**config.mk**
```make
export PLATFORM = sky130hd
export DESIGN_NAME = mult_8x8_seq_ctrl
export DESIGN_NICKNAME = d
export VERILOG_FILES = /design/src/rtl/mult_8x8_seq_ctrl.sv
export SDC_FILE = /design/constraint.sdc
export NUM_CORES = 1
export LEC_CHECK = 0
export ABC_CLOCK_PERIOD_IN_PS = 3700
export CAP_MARGIN = 20
export CORE_ASPECT_RATIO = 0.9
export CORE_MARGIN = 1
export CORE_UTILIZATION = 50
export CTS_BUF_LIST = sky130_fd_sc_hd__clkbuf_16
export DETAILED_ROUTE_END_ITERATION = 12
export PLACE_DENSITY = 0.79
export SLEW_MARGIN = 10
export SYNTH_ARGS = -nofsm -noshare
export SYNTH_HDL_FRONTEND = slang
export SYNTH_SLANG_ARGS = --single-unit
```
**constraint.sdc**
```tcl
create_clock -name clk -period 3.7 [get_ports clk]
set_input_delay 0.74 -clock clk [delete_from_list [all_inputs] [get_ports clk]]
set_output_delay 0.74 -clock clk [all_outputs]
set_load 0.005 [all_outputs]
```
**src/rtl/mult_8x8_seq_ctrl.sv**
```systemverilog
// Sequential 8x8 multiplier controller: walks one external 4x4 sub-multiplier
// over the LL/LH/HL/HH quadrants and accumulates the shifted partial products.
module mult_8x8_seq_ctrl #(
  parameter logic [3:0] QUAD_MODE = 4'b1100,
  parameter bit         SKIP_ZERO = 1'b1
) (
  input  logic        clk,
  input  logic        rst,
  input  logic        in_valid,
  output logic        in_ready,
  input  logic [7:0]  in_a,
  input  logic [7:0]  in_b,
  output logic        out_valid,
  input  logic        out_ready,
  output logic [15:0] out_r,
  output logic [3:0]  sub_a,
  output logic [3:0]  sub_b,
  output logic        sub_mode,
  input  logic [7:0]  sub_r,
  output logic        busy
);

  typedef enum logic [2:0] {S_IDLE, S_LL, S_LH, S_HL, S_HH, S_DONE} state_t;

  state_t      r_state;
  logic [7:0]  r_a, r_b;
  logic [15:0] r_acc;
  logic        r_in_ready, r_out_valid, r_busy, r_sub_mode;
  logic [15:0] r_out_r;
  logic [3:0]  r_sub_a, r_sub_b;

  logic [15:0] w_ext, w_add, w_sum;
  logic        w_zero;

  assign w_ext  = {8'h00, sub_r};
  assign w_sum  = r_acc + w_add;
  assign w_zero = SKIP_ZERO && ((in_a == 8'h00) || (in_b == 8'h00));

  // Quadrant weight: LL x1, cross terms x16, HH x256.
  always_comb begin
    w_add = 16'h0000;
    case (r_state)
      S_LL:       w_add = w_ext;
      S_LH, S_HL: w_add = w_ext << 4;
      S_HH:       w_add = w_ext << 8;
      default:    w_add = 16'h0000;
    endcase
  end

  // Outputs are registered, so each transition loads the values the next state shows.
  always_ff @(posedge clk) begin
    if (rst) begin
      r_state     <= S_IDLE;
      r_a         <= 8'h00;
      r_b         <= 8'h00;
      r_acc       <= 16'h0000;
      r_in_ready  <= 1'b1;
      r_out_valid <= 1'b0;
      r_out_r     <= 16'h0000;
      r_busy      <= 1'b0;
      r_sub_a     <= 4'h0;
      r_sub_b     <= 4'h0;
      r_sub_mode  <= 1'b0;
    end else begin
      case (r_state)
        S_IDLE: begin
          if (in_valid) begin
            r_a        <= in_a;
            r_b        <= in_b;
            r_acc      <= 16'h0000;
            r_in_ready <= 1'b0;
            r_busy     <= 1'b1;
            if (w_zero) begin
              r_state     <= S_DONE;
              r_out_valid <= 1'b1;
              r_out_r     <= 16'h0000;
            end else begin
              r_state    <= S_LL;
              r_sub_a    <= in_a[3:0];
              r_sub_b    <= in_b[3:0];
              r_sub_mode <= QUAD_MODE[0];
            end
          end
        end
        S_LL: begin
          r_acc      <= w_sum;
          r_state    <= S_LH;
          r_sub_a    <= r_a[3:0];
          r_sub_b    <= r_b[7:4];
          r_sub_mode <= QUAD_MODE[1];
        end
        S_LH: begin
          r_acc      <= w_sum;
          r_state    <= S_HL;
          r_sub_a    <= r_a[7:4];
          r_sub_b    <= r_b[3:0];
          r_sub_mode <= QUAD_MODE[2];
        end
        S_HL: begin
          r_acc      <= w_sum;
          r_state    <= S_HH;
          r_sub_a    <= r_a[7:4];
          r_sub_b    <= r_b[7:4];
          r_sub_mode <= QUAD_MODE[3];
        end
        S_HH: begin
          r_acc       <= w_sum;
          r_out_r     <= w_sum;
          r_out_valid <= 1'b1;
          r_state     <= S_DONE;
          r_sub_a     <= 4'h0;
          r_sub_b     <= 4'h0;
          r_sub_mode  <= 1'b0;
        end
        S_DONE: begin
          if (out_ready) begin
            r_state     <= S_IDLE;
            r_out_valid <= 1'b0;
            r_out_r     <= 16'h0000;
            r_in_ready  <= 1'b1;
            r_busy      <= 1'b0;
          end
        end
        default: begin
          r_state     <= S_IDLE;
          r_in_ready  <= 1'b1;
          r_out_valid <= 1'b0;
          r_out_r     <= 16'h0000;
          r_busy      <= 1'b0;
          r_sub_a     <= 4'h0;
          r_sub_b     <= 4'h0;
          r_sub_mode  <= 1'b0;
        end
      endcase
    end
  end

  assign in_ready  = r_in_ready;
  assign out_valid = r_out_valid;
  assign out_r     = r_out_r;
  assign busy      = r_busy;
  assign sub_a     = r_sub_a;
  assign sub_b     = r_sub_b;
  assign sub_mode  = r_sub_mode;

endmodule

```
==> qor.csv, run 1 <==
metric,value,unit
hpwl,6.08,mm
crit_chain,buf_4 > nor2b_1 > a32o_1 > ha_1 > a21oi_1 > a21boi_0 > o22ai_1 > nor4_2 > xnor2_1 > o31ai_1,
tightest_slew,0.737,ns
clock_path_buffers,2,
synthXorXnorAreaFrac,0.0391,
grt_pass1_wl,14.1,mm
cap_violations,0,
rows,27,
synth.area.top_cells,"dfxtp_1 (38%), nand2_1 (7.4%), a22o_1 (5.7%), ha_1 (5.6%), a21oi_1 (5.4%)",
layout-drive-gt1-share,0.0737,
max_freq,311,MHz
synth_compound_area_frac,0.283,
ir_drop,281,uV
fin_nets,487,
fillers,511,
ctsHoldBuffers,0,
vias,3210,
synth_fa_ha_area_frac,0.0618,
cellLeakagePower,1.75,nW
cts.repair.resized,0,
rsz0062_at_grt,no,
worst-endpoint-arrival,3.45,ns
drv_slew,0,
critPathMaxStageDelay,0.66,ns
cts-root-buf,clkbuf_16,
path_buf_inv,1,
synth_edf_count,0,
seqCellArea,1260,sq um
synth_area,3360,sq um
finalCritPeriodShare,0.870,
crit_path_max_fanout,19,
cpMaxStageDelayCell,dfxtp_1,
holdWs,0.456,ns
cp-start-kind,flip-flop,
clock_latency,0.33,ns
yosysSeqAreaShare,0.376,
grt.overflow.total,0,
hp-class,reg -> reg,
multiInputGateArea,1980,sq um
synthSimpleGateAreaFrac,0.182,
synth_top_area_cell,dfxtp_1,
areaGrowthSynthToFinish,27.9,%
cp.required,3.93,ns
hold_viol_final,0,
cts_sinks,63,
antenna_found_initial,0,
status,completed,
io_buffers,55,
cp_top_family,compound AO/OA/AOI/OAI gates,
synthArstFlopShare,0,
critPathCaptureType,flip-flop,
grt_max_degree,47,
fin_tns_setup,0,ns
synth_top_family_by_area,compound AO/OA/AOI/OAI gates,
maxSlewHeadroom,0.507,
setup_viol,0,
avgSynthCellArea,8.59,sq um
drc,0,
yosys_register_bits,63,
antennaDiodeCount,0,
post_cts_buffers,0,
synth_mux_area_frac,0.0242,
grt_pass1_vias,2873,
ys_types,54,
core,6280,sq um
die_height,79.7,microns
synth_nets,435,
yosysWarnings,0,
grt_use_total,0.263,
synth_top_cells_by_count,"nand2_1 (66), dfxtp_1 (63), a21oi_1 (36)",
clock_skew,0.00440,ns
p_per_area,607,nW/um^2
dieWidth,88.4,microns
cts_tree,built,
synth_top_area_frac,0.376,
ioPinCount,56,
fin_crit,3.22,ns
place_congestion,0.952,
dieArea,7050,sq um
initial_core_util,0.534,
drtPass1Iterations,5,
antenna_left,0,
synth-main-ff-cell,dfxtp_1,
drt_wl_total,8.73,mm
syn_inst,391,
wire_per_inst,16.3,microns
drt_iter0_drc,229,
clk_pin_slew_worst_paths,0.05,ns
via_per_inst,6.00,
synth_most_common_cell,nand2_1,
crit_type,reg -> reg,
cts_buffers,9,
htree_levels,3,
## cell type report
cell class,count,share of cell area
Timing Repair Buffer,63,0.143
Clock inverter,7,0.0207
Clock buffer,9,0.0524
Sequential cell,63,0.294
Multi-Input combinational cell,302,0.461
Tap cell,87,0.0253
Inverter,4,0.00350
## where the power goes
group	total (W)	switching, W	internal (W)	leakage, nW
Sequential	0.000856	0.0000742	0.000782	0.513
Combinational	0.000868	0.000511	0.000357	1.08
Clock	0.000883	0.000300	0.000584	0.153
## flip-flops by register name, indices dropped and copies added (netlist names)
register,flops
out_r,16
r_acc,16
r_a,8
r_b,8
sub_a,4
sub_b,4
r_state,3
busy,1
in_ready,1
out_valid,1
sub_mode,1
## worst register-to-register path, cell delays in order (launching register included)
cell      delay (ns)
dfxtp_1         0.66
buf_4           0.34
nor2b_1         0.32
a32o_1          0.20
ha_1            0.29
a21oi_1         0.23
a21boi_0        0.33
o22ai_1         0.15
nor4_2          0.28
xnor2_1         0.13
o31ai_1         0.21
## final timing paths
kind / cells past startpoint / to / slack [ns] / start
worst max-delay path: 10 / out_r[15] / 0.48 / r_state[1]
worst min-delay path: 2 / r_a[7] / 0.46 / r_a[7]
worst max register to register: 10 / out_r[15] / 0.48 / r_state[1]
worst min register to register: 2 / r_a[7] / 0.46 / r_a[7]
## cells by family (layout without fill, tap and decap cells)
family | after synthesis | after routing
simple gates | 134 | 134
compound gates | 129 | 129
flops | 63 | 63
buf+inv | 26 | 83
fa+ha+maj | 16 | 16
xor+xnor | 15 | 15
mux | 8 | 8
## metal layers
metal,up-vias,wire (microns),GRT usage
li1,1550,-,-
met1,1526,4000,0.365
met2,121,3980,0.398
met3,13,641,0.0610
met4,0,118,0.0903
met5,-,0,0
## layout by cell type, fill, tap and decap left out, types with 9 or more instances in the layout
| cell type | synthesis | final |
|---|---|---|
| nand2_1 | 66 | 66 |
| dfxtp_1 | 63 | 63 |
| clkdlybuf4s50_1 | 0 | 55 |
| a21oi_1 | 36 | 36 |
| nor2_1 | 28 | 28 |
| a22o_1 | 22 | 22 |
| ha_1 | 15 | 15 |
| xnor2_1 | 10 | 10 |
| and2_1 | 9 | 9 |
| clkbuf_16 | 0 | 9 |
## per-stage QoR
step / total power [W] / std cells / instance area (sq um) / worst slack [ns] / util
2_1_floorplan: 0.00145 / 391 / 3360 / 0.620 / -
3_3_place_gp: 0.00169 / 518 / 3970 / 0.371 / 0.632
3_5_place_dp: 0.00172 / 518 / 3970 / 0.327 / 0.632
4_1_cts: 0.00261 / 534 / 4280 / 0.539 / 0.682
5_1_grt: 0.00276 / 535 / 4300 / 0.266 / 0.684
6_report: 0.00261 / 535 / 4300 / 0.482 / 0.684
Power figures use the tool's default switching activity.
==> run 2, diff against run 1 <==
--- a/config.mk
+++ b/config.mk
@@ -5,6 +5,7 @@
 export SDC_FILE = /design/constraint.sdc
 export NUM_CORES = 1
 export LEC_CHECK = 0
+export ABC_AREA = 1
 export ABC_CLOCK_PERIOD_IN_PS = 3700
 export CAP_MARGIN = 20
 export CORE_ASPECT_RATIO = 0.9
@@ -12,7 +13,7 @@
 export CORE_UTILIZATION = 50
 export CTS_BUF_LIST = sky130_fd_sc_hd__clkbuf_16
 export DETAILED_ROUTE_END_ITERATION = 12
-export PLACE_DENSITY = 0.79
+export PLACE_DENSITY = 0.78
 export SLEW_MARGIN = 10
 export SYNTH_ARGS = -nofsm -noshare
 export SYNTH_HDL_FRONTEND = slang
==> run 2 against run 1 <==
  * Critical path depth grew 4
  * Worst setup slack gained 0.43 ns
  * Combinational power shrank 29%
  * Global-route usage grew 0.21 points
  * Worst hold slack lost 0.0065 ns
  * Wire length grew 8.7%
  * Via count grew 14%
  * Die area grew 6.2%
  * Count of clock-buffer cells in the layout is the same
  * Critical path type unchanged
  * Largest power group unchanged
==> qor.csv, run 2 <==
metric,value,unit
status,completed,
grt_use_total,0.265,
sequentialPowerShare,0.344,
worst-endpoint-arrival,2.99,ns
crit_type,reg -> reg,
vias,3650,
p_per_area,515,nW/um^2
synth_nets,584,
io_buffers,55,
max_freq,358,MHz
wire_per_inst,13.8,microns
antenna_found_initial,0,
ioPinCount,56,
syn_inst,540,
ir_drop,337,uV
layout-drive-gt1-share,0.0602,
fin_nets,637,
synth_top_area_frac,0.353,
p_int,0.00156,W
grt_pass1_vias,3333,
dieWidth,91.1,microns
finalCritPeriodShare,0.755,
place_congestion,0.981,
clock_latency,0.33,ns
hp-class,reg -> reg,
cts_sinks,63,
rsz0062_at_grt,no,
antenna_left,0,
ctsHoldBuffers,0,
synth_area,3570,sq um
die_height,82.2,microns
cp-start-kind,flip-flop,
htree_levels,3,
drt_iter0_drc,259,
synth.area.top_cells,"dfxtp_1 (35%), nand2_1 (18%), a21oi_1 (8.3%), inv_1 (6.9%), nand3_1 (6.4%)",
dieArea,7490,sq um
critPathCaptureType,flip-flop,
cts.repair.resized,0,
ys_types,31,
cts_buffers,9,
crit_path_max_fanout,9,
final_common_cell,nand2_1,
core,6730,sq um
synthArstFlopShare,0,
synth_top_cells_by_count,"nand2_1 (167), inv_1 (66), dfxtp_1 (63)",
grt.overflow.total,0,
p_clk_frac,0.388,
synth_top_area_cell,dfxtp_1,
grt_pass1_wl,15.4,mm
maxSlewHeadroom,0.563,
fin_crit,2.79,ns
avgSynthCellArea,6.62,sq um
p_sw,0.000745,W
total_power,0.00230,W
yosysSeqAreaShare,0.353,
clock_skew,0.00335,ns
p_sw_frac,0.324,
final_cell_mix,"nand2_1 (167), inv_1 (66), dfxtp_1 (63), a21oi_1 (59), clkdlybuf4s50_1 (55)",
setup_viol,0,
synth_most_common_cell,nand2_1,
fin_tns_setup,0,ns
cap_violations,0,
areaGrowthSynthToFinish,25.0,%
antennaDiodeCount,0,
yosys_register_bits,63,
drc,0,
hold_viol_final,0,
yosysWarnings,0,
synth_edf_count,0,
drtPass1Iterations,5,
cts-root-buf,clkbuf_16,
cp.required,3.90,ns
rows,28,
post_cts_buffers,0,
cellLeakagePower,2.02,nW
drv_slew,0,
synth-main-ff-cell,dfxtp_1,
clk_pin_slew_worst_paths,0.05,ns
p_comb_frac,0.269,
drt_wl_total,9.49,mm
initial_core_util,0.531,
hpwl,6.67,mm
cts_tree,built,
tightest_slew,0.655,ns
grt_max_degree,46,
via_per_inst,5.31,
clock_path_buffers,2,
## run 2: changes by cell type after synthesis, moves of 10 or more
cell	change
nand2_1	+101
inv_1	+62
nand3_1	+42
a21oi_1	+23
a22o_1	-22
nor2_1	+14
xnor2_1	-10
## run 2: worst max-delay path: stages, from the launching register on
cell,delay (ns)
dfxtp_1,0.40
inv_1,0.10
nor3_1,0.22
inv_1,0.18
nand2_1,0.22
inv_2,0.15
o22ai_1,0.14
ha_1,0.32
nand2_1,0.16
inv_1,0.05
nand2_1,0.06
nand3_1,0.16
or2_2,0.33
nand3_1,0.09
a21oi_1,0.08
## run 2: power groups by stage
| stage | clock (W) | sequential (W) | combinational [W] |
|---|---|---|---|
| 2_1_floorplan | 0 | 0.000801 | 0.000433 |
| 3_3_place_gp | 0 | 0.000803 | 0.000590 |
| 3_5_place_dp | 0 | 0.000804 | 0.000604 |
| 4_1_cts | 0.000899 | 0.000791 | 0.000611 |
| 5_1_grt | 0.000936 | 0.000800 | 0.000677 |
| 6_report | 0.000892 | 0.000791 | 0.000618 |
## run 2: layout make-up
class	count	area, sq um
repair buffers	57	566
well taps	90	113
multi-input cells	391	1940
clock buffers	9	225
flip-flops and latches	63	1260
inverters	71	269
fillers	617	2260
clock inverters	7	87.6
## run 2: worst paths after layout
path | depth (start not counted) | to | startpoint | slack, ns
worst min-delay path | 2 | out_valid | out_valid | 0.45
worst max register to register | 14 | r_acc[6] | r_state[1] | 0.91
worst max-delay path | 14 | r_acc[6] | r_state[1] | 0.91
worst min register to register | 2 | out_valid | out_valid | 0.45
## run 2: cell families after synthesis
family,share of synthesized area
AOI/OAI and AO/OA,0.139
adders and majority gates,0.0581
xor gates and xnor gates,0.00981
and+or+nand+nor,0.337
buffers and inverters,0.103
DFF,0.353
## run 2: metal layers
metal,track usage,vias to the layer above,wire length [microns]
li1,-,1858,-
met1,0.338,1637,4250
met2,0.445,140,4290
met3,0.0650,15,826
met4,0.0905,0,127
met5,0,-,0
## run 2: per-stage QoR
step           area [sq um]   util  setup WS (ns)  hold WS [ns]  std cells
6_report               4460  0.664          0.907         0.450        688
5_1_grt                4460  0.664          0.609         0.460        688
4_1_cts                4460  0.664          0.991         0.449        688
3_5_place_dp           4150  0.617          0.842         0.438        672
3_3_place_gp           4150  0.617          0.887         0.436        672
2_1_floorplan          3570      -           1.51         0.430        540
